<file path="src/rtl/hazard_unit_p.sv">
// Hazard/stall controller for the 5-stage core: forwarding, load-use, mul/div busy,
// I/D cache-miss waits and pending-flush tracking. HAZ_PERF_CNT_EN adds stall/flush counters.
module hazard_unit_p #(
  parameter int unsigned RAW     = 5,
  parameter int unsigned MUL_LAT = 3,
  parameter int unsigned DIV_LAT = 16,
  parameter int unsigned CNT_W   = 5
) (
  input  logic           clk,
  input  logic           rstn,
  input  logic [RAW-1:0] r_src1,
  input  logic [RAW-1:0] r_src2,
  input  logic           is_b,
  input  logic           is_j,
  input  logic           pre_taken,
  input  logic           real_taken,
  input  logic           is_load_e,
  input  logic           dst_en_e,
  input  logic [RAW-1:0] r_dst_e,
  input  logic           dst_en_m,
  input  logic [RAW-1:0] r_dst_m,
  input  logic           is_m,
  input  logic           is_d,
  input  logic           fin,
  input  logic           f_cmiss,
  input  logic           f_arrival,
  input  logic           m_cmiss,
  input  logic           m_arrival,
  output logic [1:0]     src1_sel,
  output logic [1:0]     src2_sel,
  output logic           fd_st,
  output logic           de_st,
  output logic           em_st,
  output logic           mw_st,
  output logic           fd_flush,
  output logic           de_flush,
  output logic           md_busy
`ifdef HAZ_PERF_CNT_EN
  ,
  output logic [31:0]    stall_cyc,
  output logic [15:0]    flush_cnt
`endif
);

  typedef enum logic { MD_IDLE, MD_BUSY } md_state_e;
  typedef enum logic { I_IDLE, I_WAIT } i_state_e;
  typedef enum logic { D_IDLE, D_WAIT } d_state_e;

  localparam logic [CNT_W-1:0] MUL_LOAD = CNT_W'(MUL_LAT - 1);
  localparam logic [CNT_W-1:0] DIV_LOAD = CNT_W'(DIV_LAT - 1);

  md_state_e        md_q, md_d;
  i_state_e         i_q, i_d;
  d_state_e         dm_q, dm_d;
  logic [CNT_W-1:0] cnt_q, cnt_d;
  logic             pend_q, pend_d;

  logic fwd_e1, fwd_e2, fwd_m1, fwd_m2;
  logic load_use, lu_act;
  logic i_stall, d_stall;
  logic mispredict, flush_go;

  always_comb begin
    fwd_e1   = dst_en_e && (r_dst_e == r_src1) && (r_src1 != '0);
    fwd_e2   = dst_en_e && (r_dst_e == r_src2) && (r_src2 != '0);
    fwd_m1   = dst_en_m && (r_dst_m == r_src1) && (r_src1 != '0);
    fwd_m2   = dst_en_m && (r_dst_m == r_src2) && (r_src2 != '0);
    src1_sel = fwd_e1 ? 2'b01 : (fwd_m1 ? 2'b10 : 2'b00);
    src2_sel = fwd_e2 ? 2'b01 : (fwd_m2 ? 2'b10 : 2'b00);
    load_use = is_load_e && (fwd_e1 || fwd_e2);
  end

  // Miss stalls are Mealy: they drop in the very cycle the refill arrives.
  always_comb begin
    i_stall = (i_q == I_WAIT) ? !f_arrival : (f_cmiss && !f_arrival);
    d_stall = (dm_q == D_WAIT) ? !m_arrival : (m_cmiss && !m_arrival);
    i_d     = i_stall ? I_WAIT : I_IDLE;
    dm_d    = d_stall ? D_WAIT : D_IDLE;
  end

  always_comb begin
    md_d  = md_q;
    cnt_d = cnt_q;
    case (md_q)
      MD_IDLE: begin
        if (is_d || is_m) begin
          cnt_d = is_d ? DIV_LOAD : MUL_LOAD;
          if (cnt_d != '0) md_d = MD_BUSY;
        end
      end
      MD_BUSY: begin
        if (fin) begin
          md_d  = MD_IDLE;
          cnt_d = '0;
        end else if (!d_stall) begin
          cnt_d = cnt_q - CNT_W'(1);
          if (cnt_q == CNT_W'(1)) md_d = MD_IDLE;
        end
      end
      default: begin
        md_d  = MD_IDLE;
        cnt_d = '0;
      end
    endcase
  end

  // A mispredict seen while E/M is held is parked in pend_q and issued once E/M frees.
  always_comb begin
    md_busy    = (md_q == MD_BUSY);
    mw_st      = d_stall;
    em_st      = d_stall || md_busy;
    de_st      = em_st;
    mispredict = (is_b && (pre_taken != real_taken)) || is_j;
    flush_go   = !em_st && (mispredict || pend_q);
    lu_act     = load_use && !em_st;
    fd_st      = em_st || ((i_stall || lu_act) && !flush_go);
    fd_flush   = flush_go;
    de_flush   = flush_go || lu_act;
    pend_d     = em_st ? (pend_q || mispredict) : 1'b0;
  end

  always_ff @(posedge clk or negedge rstn) begin
    if (!rstn) begin
      md_q   <= MD_IDLE;
      i_q    <= I_IDLE;
      dm_q   <= D_IDLE;
      cnt_q  <= '0;
      pend_q <= 1'b0;
    end else begin
      md_q   <= md_d;
      i_q    <= i_d;
      dm_q   <= dm_d;
      cnt_q  <= cnt_d;
      pend_q <= pend_d;
    end
  end

`ifdef HAZ_PERF_CNT_EN
  logic [31:0] stall_q, stall_d;
  logic [15:0] flush_q, flush_d;

  always_comb begin
    stall_d = stall_q;
    flush_d = flush_q;
    if (fd_st && (stall_q != '1)) stall_d = stall_q + 32'd1;
    if (fd_flush && (flush_q != '1)) flush_d = flush_q + 16'd1;
  end

  always_ff @(posedge clk or negedge rstn) begin
    if (!rstn) begin
      stall_q <= '0;
      flush_q <= '0;
    end else begin
      stall_q <= stall_d;
      flush_q <= flush_d;
    end
  end

  assign stall_cyc = stall_q;
  assign flush_cnt = flush_q;
`endif

endmodule

</file>
<file path="config.mk">
export PLATFORM = sky130hd
export DESIGN_NAME = hazard_unit_p
export DESIGN_NICKNAME = d
export VERILOG_FILES = /design/src/rtl/hazard_unit_p.sv
export SDC_FILE = /design/constraint.sdc
export NUM_CORES = 1
export LEC_CHECK = 0
export CORE_AREA = 2 2 55 57
export CTS_BUF_LIST = sky130_fd_sc_hd__clkbuf_4
export CTS_CLUSTER_DIAMETER = 120
export DETAILED_ROUTE_END_ITERATION = 8
export DIE_AREA = 0 0 57 59
export DONT_BUFFER_PORTS = 1
export HOLD_SLACK_MARGIN = 0.05
export PLACE_DENSITY = 0.53
export SYNTH_ARGS = -nofsm -noshare
export SYNTH_HDL_FRONTEND = slang
export SYNTH_SLANG_ARGS = --single-unit
</file>
<file path="constraint.sdc">
create_clock -name clk -period 1.4 [get_ports clk]
set_input_delay 0.28 -clock clk [delete_from_list [all_inputs] [get_ports clk]]
set_output_delay 0.28 -clock clk [all_outputs]
set_load 0.01 [all_outputs]
</file>
# Word-level counts from Yosys, hierarchy flattened
# Cells that the tools add are included.
# word_totals
input_bits,36
wordCells,66
register_bits,9
output_inout_bits,11
# op_classes
n_reduce_logical,31
bitwise_logic,1
n_eq_ne,8
n_addsub,1
mux,20
# op_table
op,count
== test 5 bit,4
logical AND 1 bit,15
two-way mux 5 bit,3
nonzero test 5 bit,3
two-way mux 1 bit,10
one-hot mux 5 bit (2 select lines),1
logical OR 1 bit,8
two-way mux 2 bit,4
"== test 5 x 1 -> 1 bit, second input constant",1
"subtractor 5 x 1 -> 5 bit, second input constant",1
logical NOT 1 bit,4
two-way mux 4 bit,1
"!= test 3 bit, second input constant",1
"!= test 2 bit, second input constant",1
one-hot mux 1 bit (2 select lines),1
AND reduction 2 bit,1
!= test 1 bit,1
inverter 1 bit,1

# Longest topological paths before layout
# Gate-level depths: netlist of the first run.
# depth
ltp_word,9
depth_mapped,6
depth_no_buf,6

# Worst setup path after synthesis of the first run
# Ideal clock, no wire load.
# synth_path
path_type,input port to output port
from,input port r_src1[1]
to,output port src1_sel[1]
path_buffers,0
cell_stages,4
arrival_ns,1.444
slack_ns,-0.324
required_time_ns,1.120
path_cell_list,or4_1 > nor2_2 > nor4_2 > nor4_1
# synth_between
word_cells_on_any_way,9
classes_between,eq/ne (2); mux (2); reduce/logical (5)
# synth_rtl
element,line_no,rtl
"start, declared",11,"input logic [RAW-1:0] r_src1,"
== test 5 bit,64,fwd_e1 = dst_en_e && (r_dst_e == r_src1) && (r_src1 != '0);
logical AND 1 bit,64,
logical AND 1 bit *,64,
via fwd_e1,58,"logic fwd_e1, fwd_e2, fwd_m1, fwd_m2;"
two-way mux 2 bit *,68,src1_sel = fwd_e1 ? 2'b01 : (fwd_m1 ? 2'b10 : 2'b00);
"end, declared",29,"output logic [1:0] src1_sel,"
# The timed path passes the listed nets; every way through them passes the cells marked *.

# Worst setup path after layout of the first run
# layout_path
from,input port r_src1[1]
to,output port src1_sel[1]
# layout_between
elab_chain_cells,5
word_cells_on_any_way,9
classes_between,eq/ne (2); mux (2); reduce/logical (5)
# layout_lines
element,line_no,rtl
== test 5 bit,66,fwd_m1 = dst_en_m && (r_dst_m == r_src1) && (r_src1 != '0);
logical AND 1 bit (2 in series),66,
two-way mux 2 bit,68,
two-way mux 2 bit *,68,
# Mark *: on every way between the ends. The rest lies on a longest branch, timed or not.

==> impl_metrics.toml, run 1 <==
[status]
outcome = "finished with violations"
failed_checks = "setup timing"

[worst_setup_path]
timing.critical_path.to_type = "output port"
timing.reg2reg.setup_slack_ps = -30
critPathLaunch = "r_src1[1]"
crit_end = "src1_sel[1]"
regToRegEndpoint = "cnt_q[4]"
critical_path.max_fanout = 4
critical_path_class = "in2out"
critPathRequiredTime_ps = 1120
cp_data_arrival_time_ps = 1410
cp-start-kind = "primary input"
rr_startpoint = "cnt_q[1]"
r2r_cells = 6

[global_routing]
grtUsageTotal_pct = 13.1
grt_pass1_wl_um = 3400
antenna_found_initial = 0
grt_max_degree = 10
via_count_of_the_first_global_routing_pass = 863
grt.overflow.total = 0

[die]
die_h_um = 59
row_count = 19
fp.dieW_um = 57
floorplan.initialDensity_pct = 28.9
core_region_area_mm2 = 0.00271
ioPinCount = 47
die_area_mm2 = 0.00336

[timing]
grt_setup_unrepaired = "true"
post-route-period-util_pct = 121
pnr_worst_setup_slack_ps = -289
tightest_slew_ps = 435
setup_viol_count_final = 7
final_max_slew_viol_count = 0
fin_hold_ws_ps = 109
fin_crit_period_ps = 1690
skew_ps = 2.24
setup-tns-final_ps = -960
maxSlewHeadroom_pct = 70.9
achievable_freq_mhz = 592
hold_viol_final = 0

[logic_synthesis]
synth.yosys.warnings = 0
synth_sequential_area_ratio_pct = 28.8
syn-cell-area_um2 = 783
ys_ff_latch = 9
post_synth.cell_area_avg_um2 = 8.51
synth_nets = 130
netlist-cell-type-count = 26
postSynthCellCount = 92

[final_layout]
fin_nets = 153
final_core_utilization_pct = 42.7
post_route_cells_drive_above_1_share_pct = 46.5
area_added_between_synthesis_and_finish_pct = 47.6
layoutNonFillerInstCount = 145
antenna-diode-count = 0

[placed_design]
dp_cells = 136
hpwl_um = 1780
gp_congestion = 0.825
io_buffer_count = 0

[power]
peakVddDrop_mv = 0.687
power_per_cell_area_mw_per_mm2 = 1030
cell_internal_pwr_uw = 764
power.share.combinational_pct = 49.1
power.share.switching_pct = 36.0
power.switching_uw = 430
power.leakage_uw = 0.000457
clkPwrFrac_pct = 18.0
reg_power_share_pct = 33.0
total_power_uw = 1190

[detailed_routing]
dr.first_iter.drc_count = 18
wl_per_cell_um = 15.0
drt_drc_violations_left = 0
via_per_inst = 5.18
via_count = 751
antenna_violating_nets_post_route = 0
routed_wirelength_um = 2180
drt_pre_antenna_iters = 4

[clocking]
cts-root-to-sink-buffers = 2
cts_inserted_buffers = 3
tritoncts = "yes"
worst_skew_pair_latency_ps = 250
cts-root-buf = "sky130_fd_sc_hd__clkbuf_4"
ctsHtreeMaxLevel = 1
clk_transition_reported_paths_ps = 60
tritoncts_num_sinks = 9

[min_path]
timing.hold.worst.class = "in2reg"

[run]
max_cap_violations = 0
[Yosys cell counts]
cell	n	area (um2)
sky130_fd_sc_hd__nand2b_1	2	12.5
sky130_fd_sc_hd__nor2b_1	1	6.26
sky130_fd_sc_hd__nand2_1	4	15.0
sky130_fd_sc_hd__or4_1	2	15.0
sky130_fd_sc_hd__xnor2_1	16	140
sky130_fd_sc_hd__o31ai_1	1	7.51
sky130_fd_sc_hd__inv_1	5	18.8
sky130_fd_sc_hd__nor4_2	2	25.0
sky130_fd_sc_hd__nand4_1	4	25.0
sky130_fd_sc_hd__o21bai_2	1	11.3
sky130_fd_sc_hd__ha_1	2	25.0
sky130_fd_sc_hd__dfrtp_1	9	225
sky130_fd_sc_hd__o21ai_0	3	15.0
sky130_fd_sc_hd__a21oi_1	9	45.0
sky130_fd_sc_hd__o211ai_1	1	7.51
sky130_fd_sc_hd__nor2_1	6	22.5
sky130_fd_sc_hd__a211oi_1	1	7.51
sky130_fd_sc_hd__nor2_2	2	12.5
sky130_fd_sc_hd__nor4_1	2	12.5
sky130_fd_sc_hd__xor2_1	6	52.6
sky130_fd_sc_hd__nor3_1	5	25.0
sky130_fd_sc_hd__o21bai_1	1	7.51
sky130_fd_sc_hd__buf_4	3	22.5
sky130_fd_sc_hd__a31o_2	1	8.76
sky130_fd_sc_hd__o21ai_1	1	5.00
sky130_fd_sc_hd__or3_1	2	12.5
[power by group through the flow]
stage | registers (uW) | logic (uW) | clock network [uW]
floorplan | 382 | 301 | 0
global placement | 386 | 449 | 0
detailed placement | 390 | 461 | 0
CTS | 381 | 518 | 223
global route | 407 | 651 | 235
finish | 394 | 586 | 215
[cell usage in the layout, fill, tap and decap left out]
cell type / Yosys / layout
sky130_fd_sc_hd__buf_4: 3 / 19
sky130_fd_sc_hd__xnor2_1: 16 / 12
sky130_fd_sc_hd__dfrtp_1: 9 / 9
sky130_fd_sc_hd__a21oi_1: 9 / 8
sky130_fd_sc_hd__xor2_1: 6 / 5
sky130_fd_sc_hd__nor2_1: 6 / 5
sky130_fd_sc_hd__xnor2_2: 0 / 4
sky130_fd_sc_hd__nand4_1: 4 / 4
sky130_fd_sc_hd__nand2_1: 4 / 4
sky130_fd_sc_hd__clkbuf_4: 0 / 4
sky130_fd_sc_hd__inv_2: 0 / 3
sky130_fd_sc_hd__nor2_4: 0 / 3
sky130_fd_sc_hd__nor3_1: 5 / 3
sky130_fd_sc_hd__o21ai_0: 3 / 3
sky130_fd_sc_hd__o21bai_4: 0 / 2
sky130_fd_sc_hd__or4_4: 0 / 2
sky130_fd_sc_hd__nor4_4: 0 / 2
sky130_fd_sc_hd__nor4_2: 2 / 2
sky130_fd_sc_hd__nor3_2: 0 / 2
sky130_fd_sc_hd__inv_4: 0 / 1
sky130_fd_sc_hd__nand2b_4: 0 / 1
sky130_fd_sc_hd__a211oi_2: 0 / 1
sky130_fd_sc_hd__o211ai_1: 1 / 1
sky130_fd_sc_hd__o21ai_1: 1 / 1
sky130_fd_sc_hd__a21oi_2: 0 / 1
sky130_fd_sc_hd__inv_1: 5 / 1
sky130_fd_sc_hd__a31o_2: 1 / 1
sky130_fd_sc_hd__nand2b_1: 2 / 1
sky130_fd_sc_hd__or3_1: 2 / 1
sky130_fd_sc_hd__nor2b_1: 1 / 1
sky130_fd_sc_hd__or3_4: 0 / 1
sky130_fd_sc_hd__xor2_2: 0 / 1
sky130_fd_sc_hd__o31ai_2: 0 / 1
sky130_fd_sc_hd__ha_4: 0 / 1
sky130_fd_sc_hd__ha_1: 2 / 1
sky130_fd_sc_hd__dlygate4sd3_1: 0 / 1
sky130_fd_sc_hd__buf_6: 0 / 1
[routing by layer]
metal	vias up	global-route usage, %	share of wire, %
met3	4	1.75	8.0
met1	337	11.7	34
met2	42	27.8	57
met5	-	0	0
li1	368	-	-
met4	0	6.98	1.7
[flip-flops by register name, summed over array words and instances (netlist names)]
signal,flops
dm_q,1
md_busy,1
cnt_q,5
pend_q,1
i_q,1
[worst min path at each step]
stage | from | to | slack (ps) | depth (start not counted)
2_1_floorplan | rstn | cnt_q[0] | -20 | 0
3_3_place_gp | rstn | i_q | -20 | 0
3_5_place_dp | rstn | i_q | -20 | 0
4_1_cts | f_arrival | i_q | 100 | 1
5_1_grt | f_arrival | i_q | 100 | 1
6_report | f_arrival | i_q | 110 | 1
[layout make-up]
| type | count | area, um2 |
|---|---|---|
| Inverter | 5 | 21.3 |
| Multi-Input combinational cell | 75 | 677 |
| Fill cell | 276 | 1550 |
| Tap cell | 31 | 38.8 |
| Sequential cell | 9 | 225 |
| Clock buffer | 4 | 30.0 |
| Timing Repair Buffer | 21 | 164 |
[logic make-up after synthesis]
logic type,count (synthesis),share of synthesized area [%]
AND/OR/NAND/NOR,32,23.5
flip-flops,9,28.8
buffers and inverters,8,5.27
adder cells (fa/ha/maj),2,3.19
AO/OA/AOI/OAI,19,14.7
XOR/XNOR,22,24.6
[worst max-delay path, stage by stage]
cell and delay [ps]:
sky130_fd_sc_hd__or4_4 530, sky130_fd_sc_hd__nor2_4 130, sky130_fd_sc_hd__nor4_4 70, sky130_fd_sc_hd__nor4_2 240, sky130_fd_sc_hd__buf_4 170
[stage by stage]
step,setup slack (ps),instance area [um2]
6_report,-289,1160
5_1_grt,-333,1160
4_1_cts,-286,1080
3_5_place_dp,-333,967
3_3_place_gp,-276,967
2_1_floorplan,-211,831
[timing repair]
action                                 in CTS  in global routing
pin swaps                                  10                  6
gates resized for setup                     9                 17
hold buffers                                1                  0
setup endpoints to repair                  12                 13
buffers inserted                            5                  0
endpoints found under the hold margin       9                  0
Power figures use the tool's default switching activity.
==> inputs of run 2 (changes only) <==
Settings changed: CORE_AREA 2 2 55 57 to 2 2 61 51, DIE_AREA 0 0 57 59 to 0 0 63 53, PLACE_DENSITY 0.53 to 0.54, RECOVER_POWER set to 50.
==> run 2 against run 1 <==
  * The flow still finishes with violations (setup timing)
  * Maximum frequency grew 1.9%
  * Routed wire length shrank 3.5%
  * Design area shrank 4.3%
  * Utilization shrank 1.7 points
  * Non-clock buffer count shrank 5
==> impl_metrics.toml, run 2 (synthesis gave the netlist of run 1 again) <==
[power]
power.share.switching_pct = 36.6
power.share.combinational_pct = 43.8
power.switching_uw = 408
reg_power_share_pct = 35.3
total_power_uw = 1120
power_per_cell_area_mw_per_mm2 = 1010
power.leakage_uw = 0.000424
peakVddDrop_mv = 0.309
clkPwrFrac_pct = 20.9
cell_internal_pwr_uw = 708

[global_routing]
grt_pass1_wl_um = 3330
antenna_found_initial = 0
grt.overflow.total = 0
via_count_of_the_first_global_routing_pass = 726
grtUsageTotal_pct = 13.2
grt_max_degree = 10

[min_path]
min_to = "i_q"
hold_path_depth = 1
hold_start = "f_arrival"
timing.hold.worst.class = "in2reg"

[worst_setup_path]
timing.critical_path.to_type = "output port"
critical-path-top-delay-family = "simple AND/OR/NAND/NOR gates"
critical_path.max_fanout = 4
critPathRequiredTime_ps = 1120
regToRegEndpoint = "cnt_q[4]"
cp-start-kind = "primary input"
cpPeakStageDelay_ps = 530
cp_data_arrival_time_ps = 1380
crit_path_top_delay_cell = "sky130_fd_sc_hd__or4_4"
critical_path_class = "in2out"
timing.reg2reg.setup_slack_ps = 40
r2r_cells = 6
worst-path-buf-inv = 1
worst_path_cell_chain = "or4_4 > nor2_4 > nor4_4 > nor4_2 > buf_4"
rr_startpoint = "cnt_q[1]"

[detailed_routing]
via_count = 711
drt_drc_violations_left = 0
antenna_violating_nets_post_route = 0
dr.first_iter.drc_count = 16
routed_wirelength_um = 2100
via_per_inst = 4.84
wl_per_cell_um = 14.3
drt_pre_antenna_iters = 3

[final_layout]
antenna-diode-count = 0
area_added_between_synthesis_and_finish_pct = 41.2
post_route_cells_drive_above_1_share_pct = 36.7
fin_nets = 148
fin_area_mm2 = 0.00111
fill_cells = 296
largest_register_ff_count = 5
layout_common_cells = "sky130_fd_sc_hd__xnor2_1, sky130_fd_sc_hd__buf_4, sky130_fd_sc_hd__dfrtp_1"
regMostFlops = "cnt_q"

[placed_design]
pre_cts_ws_ps = -308
io_buffer_count = 0
detailed_place.area_um2 = 953
gp_congestion = 0.771
hpwl_um = 1730

[die]
die_area_mm2 = 0.00334
fp.dieW_um = 63
row_count = 17
core_region_area_mm2 = 0.00270
floorplan.initialDensity_pct = 29.0
die_h_um = 53
ioPinCount = 47

[clocking]
cts-root-buf = "sky130_fd_sc_hd__clkbuf_4"
cts_inserted_buffers = 3
clk_transition_reported_paths_ps = 70
tritoncts_num_sinks = 9
worst_skew_pair_latency_ps = 270
tritoncts = "yes"
ctsHtreeMaxLevel = 1
cts-root-to-sink-buffers = 2

[timing]
fin_crit_period_ps = 1660
setup_viol_count_final = 7
grt_setup_unrepaired = "true"
achievable_freq_mhz = 603
setup-tns-final_ps = -921
pnr_worst_setup_slack_ps = -258
maxSlewHeadroom_pct = 72.6
final_max_slew_viol_count = 0
fin_hold_ws_ps = 91.5
post-route-period-util_pct = 118
skew_ps = 1.61
tightest_slew_ps = 410
hold_viol_final = 0

[status]
failed_checks = "setup timing"
outcome = "finished with violations"

[run]
max_cap_violations = 0
==> run 2: cell count changes in the layout (fill, tap and decap cells not counted), sizes merged <==
cell	change
buf	-5
==> run 2: per-stage QoR <==
stage / utilization (%) / cells
after floorplan: - / 92
after global placement: 35.3 / 140
after detailed placement: 35.3 / 140
after CTS: 38.3 / 146
after global routing: 40.9 / 147
final: 40.9 / 147
==> run 2: how the worst max path moves through the flow <==
stage               startpoint     endpoint  slack, ps  cells past startpoint
global placement    r_dst_e[3]     de_flush       -280                      5
floorplan            r_src1[1]  src1_sel[1]       -210                      4
global route         r_src2[1]  src2_sel[1]       -340                      5
CTS                  r_src2[1]  src2_sel[1]       -260                      5
detailed placement  r_dst_e[3]     de_flush       -310                      5
finish               r_src2[1]  src2_sel[1]       -260                      5
==> run 2: timing repair <==
item / CTS / global route
resized for setup: 7 / 12
hold buffers: 1 / 0
endpoints found under the setup margin: 11 / 12
setup buffers: 1 / 1
pin swaps: 4 / 5
endpoints found under the hold margin: 9 / 0
==> run 2: layout make-up <==
type	instances	area, um2	area share, %
multi-input cells	75	654	59.2
flip-flops and latches	9	225	20.4
well taps	38	47.5	4.30
clock buffers	4	30.0	2.71
inverters	5	18.8	1.70
repair buffers	16	130	11.8
==> run 2: power groups by stage <==
stage | Combinational (uW) | Clock [uW] | Sequential [uW]
global route | 553 | 257 | 404
floorplan | 301 | 0 | 382
finish | 489 | 233 | 394
global placement | 421 | 0 | 385
CTS | 457 | 240 | 388
detailed placement | 430 | 0 | 386
==> run 2: routing by layer <==
layer / track usage, % / wire (um) / up-vias
met5: 0 / 0 / -
met4: 4.81 / 14 / 0
met3: 5.96 / 181 / 3
met2: 21.1 / 1010 / 29
met1: 15.8 / 893 / 327
li1: - / - / 352
==> inputs of run 3 (changes only) <==
==> constraint.sdc (replaced) <==
create_clock -name clk -period 1.4 [get_ports clk]
set_input_delay 0.28 -clock clk [delete_from_list [all_inputs] [get_ports clk]]
set_output_delay 0.28 -clock clk [all_outputs]
set_load 0.02 [all_outputs]
==> run 3 against run 2 <==
  * The run still ends with setup timing left
  * Via count rose by 3.0%
  * Register-to-register slack lost 40 ps
  * Largest cell class unchanged
  * Utilization is 2.9 points higher
  * Sequential share of layout area decreased by 1.4 points
==> impl_metrics.toml, run 3 (synthesis gave the netlist of run 1 again) <==
[status]
outcome = "finished with violations"
failed_checks = "setup timing"

[placed_design]
pre_cts_ws_ps = -371
hpwl_um = 1710
io_buffer_count = 0
gp_congestion = 0.838
dp_cells = 141

[clocking]
cts-root-buf = "sky130_fd_sc_hd__clkbuf_4"
cts-root-to-sink-buffers = 2
ctsHtreeMaxLevel = 1
clk_transition_reported_paths_ps = 60
worst_skew_pair_latency_ps = 260
tritoncts = "yes"
cts_inserted_buffers = 3
tritoncts_num_sinks = 9

[worst_setup_path]
timing.critical_path.to_type = "output port"
critPathRequiredTime_ps = 1120
critical_path.max_fanout = 4
crit_path_top_delay_cell = "sky130_fd_sc_hd__or4_4"
worst_path_most_repeated_cell = "sky130_fd_sc_hd__nor4_4"
cp-start-kind = "primary input"
cp_data_arrival_time_ps = 1400
cpPeakStageDelay_ps = 530
critical_path_class = "in2out"
worst_path_cell_chain = "or4_4 > nor2_4 > nor4_4 > nor4_4 > buf_4"

[detailed_routing]
wl_per_cell_um = 14.3
dr.first_iter.drc_count = 8
routed_wirelength_um = 2130
antenna_violating_nets_post_route = 0
via_count = 732
drt_pre_antenna_iters = 4
via_per_inst = 4.91
drt_drc_violations_left = 0

[global_routing]
antenna_found_initial = 0
grtUsageTotal_pct = 12.5
grt_pass1_wl_um = 3110
via_count_of_the_first_global_routing_pass = 678
grt.overflow.total = 0
grt_max_degree = 10

[power]
power_per_cell_area_mw_per_mm2 = 1060
power.leakage_uw = 0.000442
peakVddDrop_mv = 0.628

[final_layout]
area_added_between_synthesis_and_finish_pct = 51.3
layout_common_cells = "sky130_fd_sc_hd__buf_4, sky130_fd_sc_hd__xnor2_1, sky130_fd_sc_hd__dfrtp_1"
multiInputGateArea_um2 = 707
mostFrequentLayoutCell = "sky130_fd_sc_hd__buf_4"
antenna-diode-count = 0
fin_nets = 150
seqCellArea_um2 = 225
largest_register_ff_count = 5
layoutNonFillerInstCount = 149
fill_cells = 266
regMostFlops = "cnt_q"
post_route_cells_drive_above_1_share_pct = 44.1

[timing]
fin_crit_period_ps = 1680
achievable_freq_mhz = 594
grt_setup_unrepaired = "true"
maxSlewHeadroom_pct = 69.8
fin_hold_ws_ps = 97.8
setup_viol_count_final = 9
final_max_slew_viol_count = 0
tightest_slew_ps = 451
hold_viol_final = 0
pnr_worst_setup_slack_ps = -284
skew_ps = 5.08
post-route-period-util_pct = 120

[die]
floorplan.initialDensity_pct = 29.0
fp.dieW_um = 63
core_region_area_mm2 = 0.00270
die_area_mm2 = 0.00334
row_count = 17
die_h_um = 53
ioPinCount = 47

[run]
max_cap_violations = 0

[min_path]
timing.hold.worst.class = "in2reg"
## run 3: cell count changes in the layout (fill, tap and decap cells not counted), sizes merged
| cell | delta |
|---|---|
| buf | +2 |
| clkinvlp | +1 |
| inv | -1 |
## run 3: cell type report
| type | instances | area share (%) |
|---|---|---|
| repair buffers | 18 | 12.9 |
| multi-input cells | 75 | 59.7 |
| well taps | 38 | 4.01 |
| inverters | 5 | 1.90 |
| flip-flops and latches | 9 | 19.0 |
| clock buffers | 4 | 2.53 |
## run 3: path summary, 6_finish.rpt
path | start | endpoint | slack (ps) | depth (start not counted)
max | r_src1[1] | src1_sel[1] | -280 | 5
min | f_arrival | i_q | 100 | 1
max reg2reg | cnt_q[1] | cnt_q[4] | 0 | 6
min reg2reg | i_q | i_q | 520 | 2
max in group asynchronous | rstn | cnt_q[3] | 690 | 1
min in group asynchronous | rstn | md_busy | 400 | 1
## run 3: timing repair
action                                  4_1_cts  5_1_grt
gates resized for setup                       4       21
hold buffers                                  1        0
pin swaps                                     5        3
buffers inserted                              3        1
endpoints found under the hold margin         9        0
cloned                                        0        0
endpoints found under the setup margin        9       14
## run 3: per-stage QoR
stage / area (um2) / TNS (ps) / total power (uW) / util (%)
finish: 1180 / -1200 / 1260 / 43.9
global route: 1180 / -1710 / 1350 / 43.9
CTS: 1070 / -1560 / 1150 / 39.7
detailed placement: 990 / -1650 / 886 / 36.6
global placement: 990 / -1510 / 874 / 36.6
floorplan: 860 / -1200 / 727 / -
## run 3: critical path: cells and delay by family
family,cells,cell delay [ps]
simple gates,4,940
buf+inv,1,180
## run 3: power breakdown
group | leakage, uW | internal [uW] | switching, uW
combinational | 0.000315 | 329 | 313
sequential | 0.000109 | 327 | 68.2
clock | 0.0000184 | 129 | 93.1
total | 0.000442 | 785 | 474
## run 3: per-layer routing
| metal | wire, um | GRT usage, % |
|---|---|---|
| met1 | 884 | 15.7 |
| met2 | 1010 | 19.3 |
| met3 | 221 | 5.53 |
| met4 | 12 | 3.33 |
| met5 | 0 | 0 |
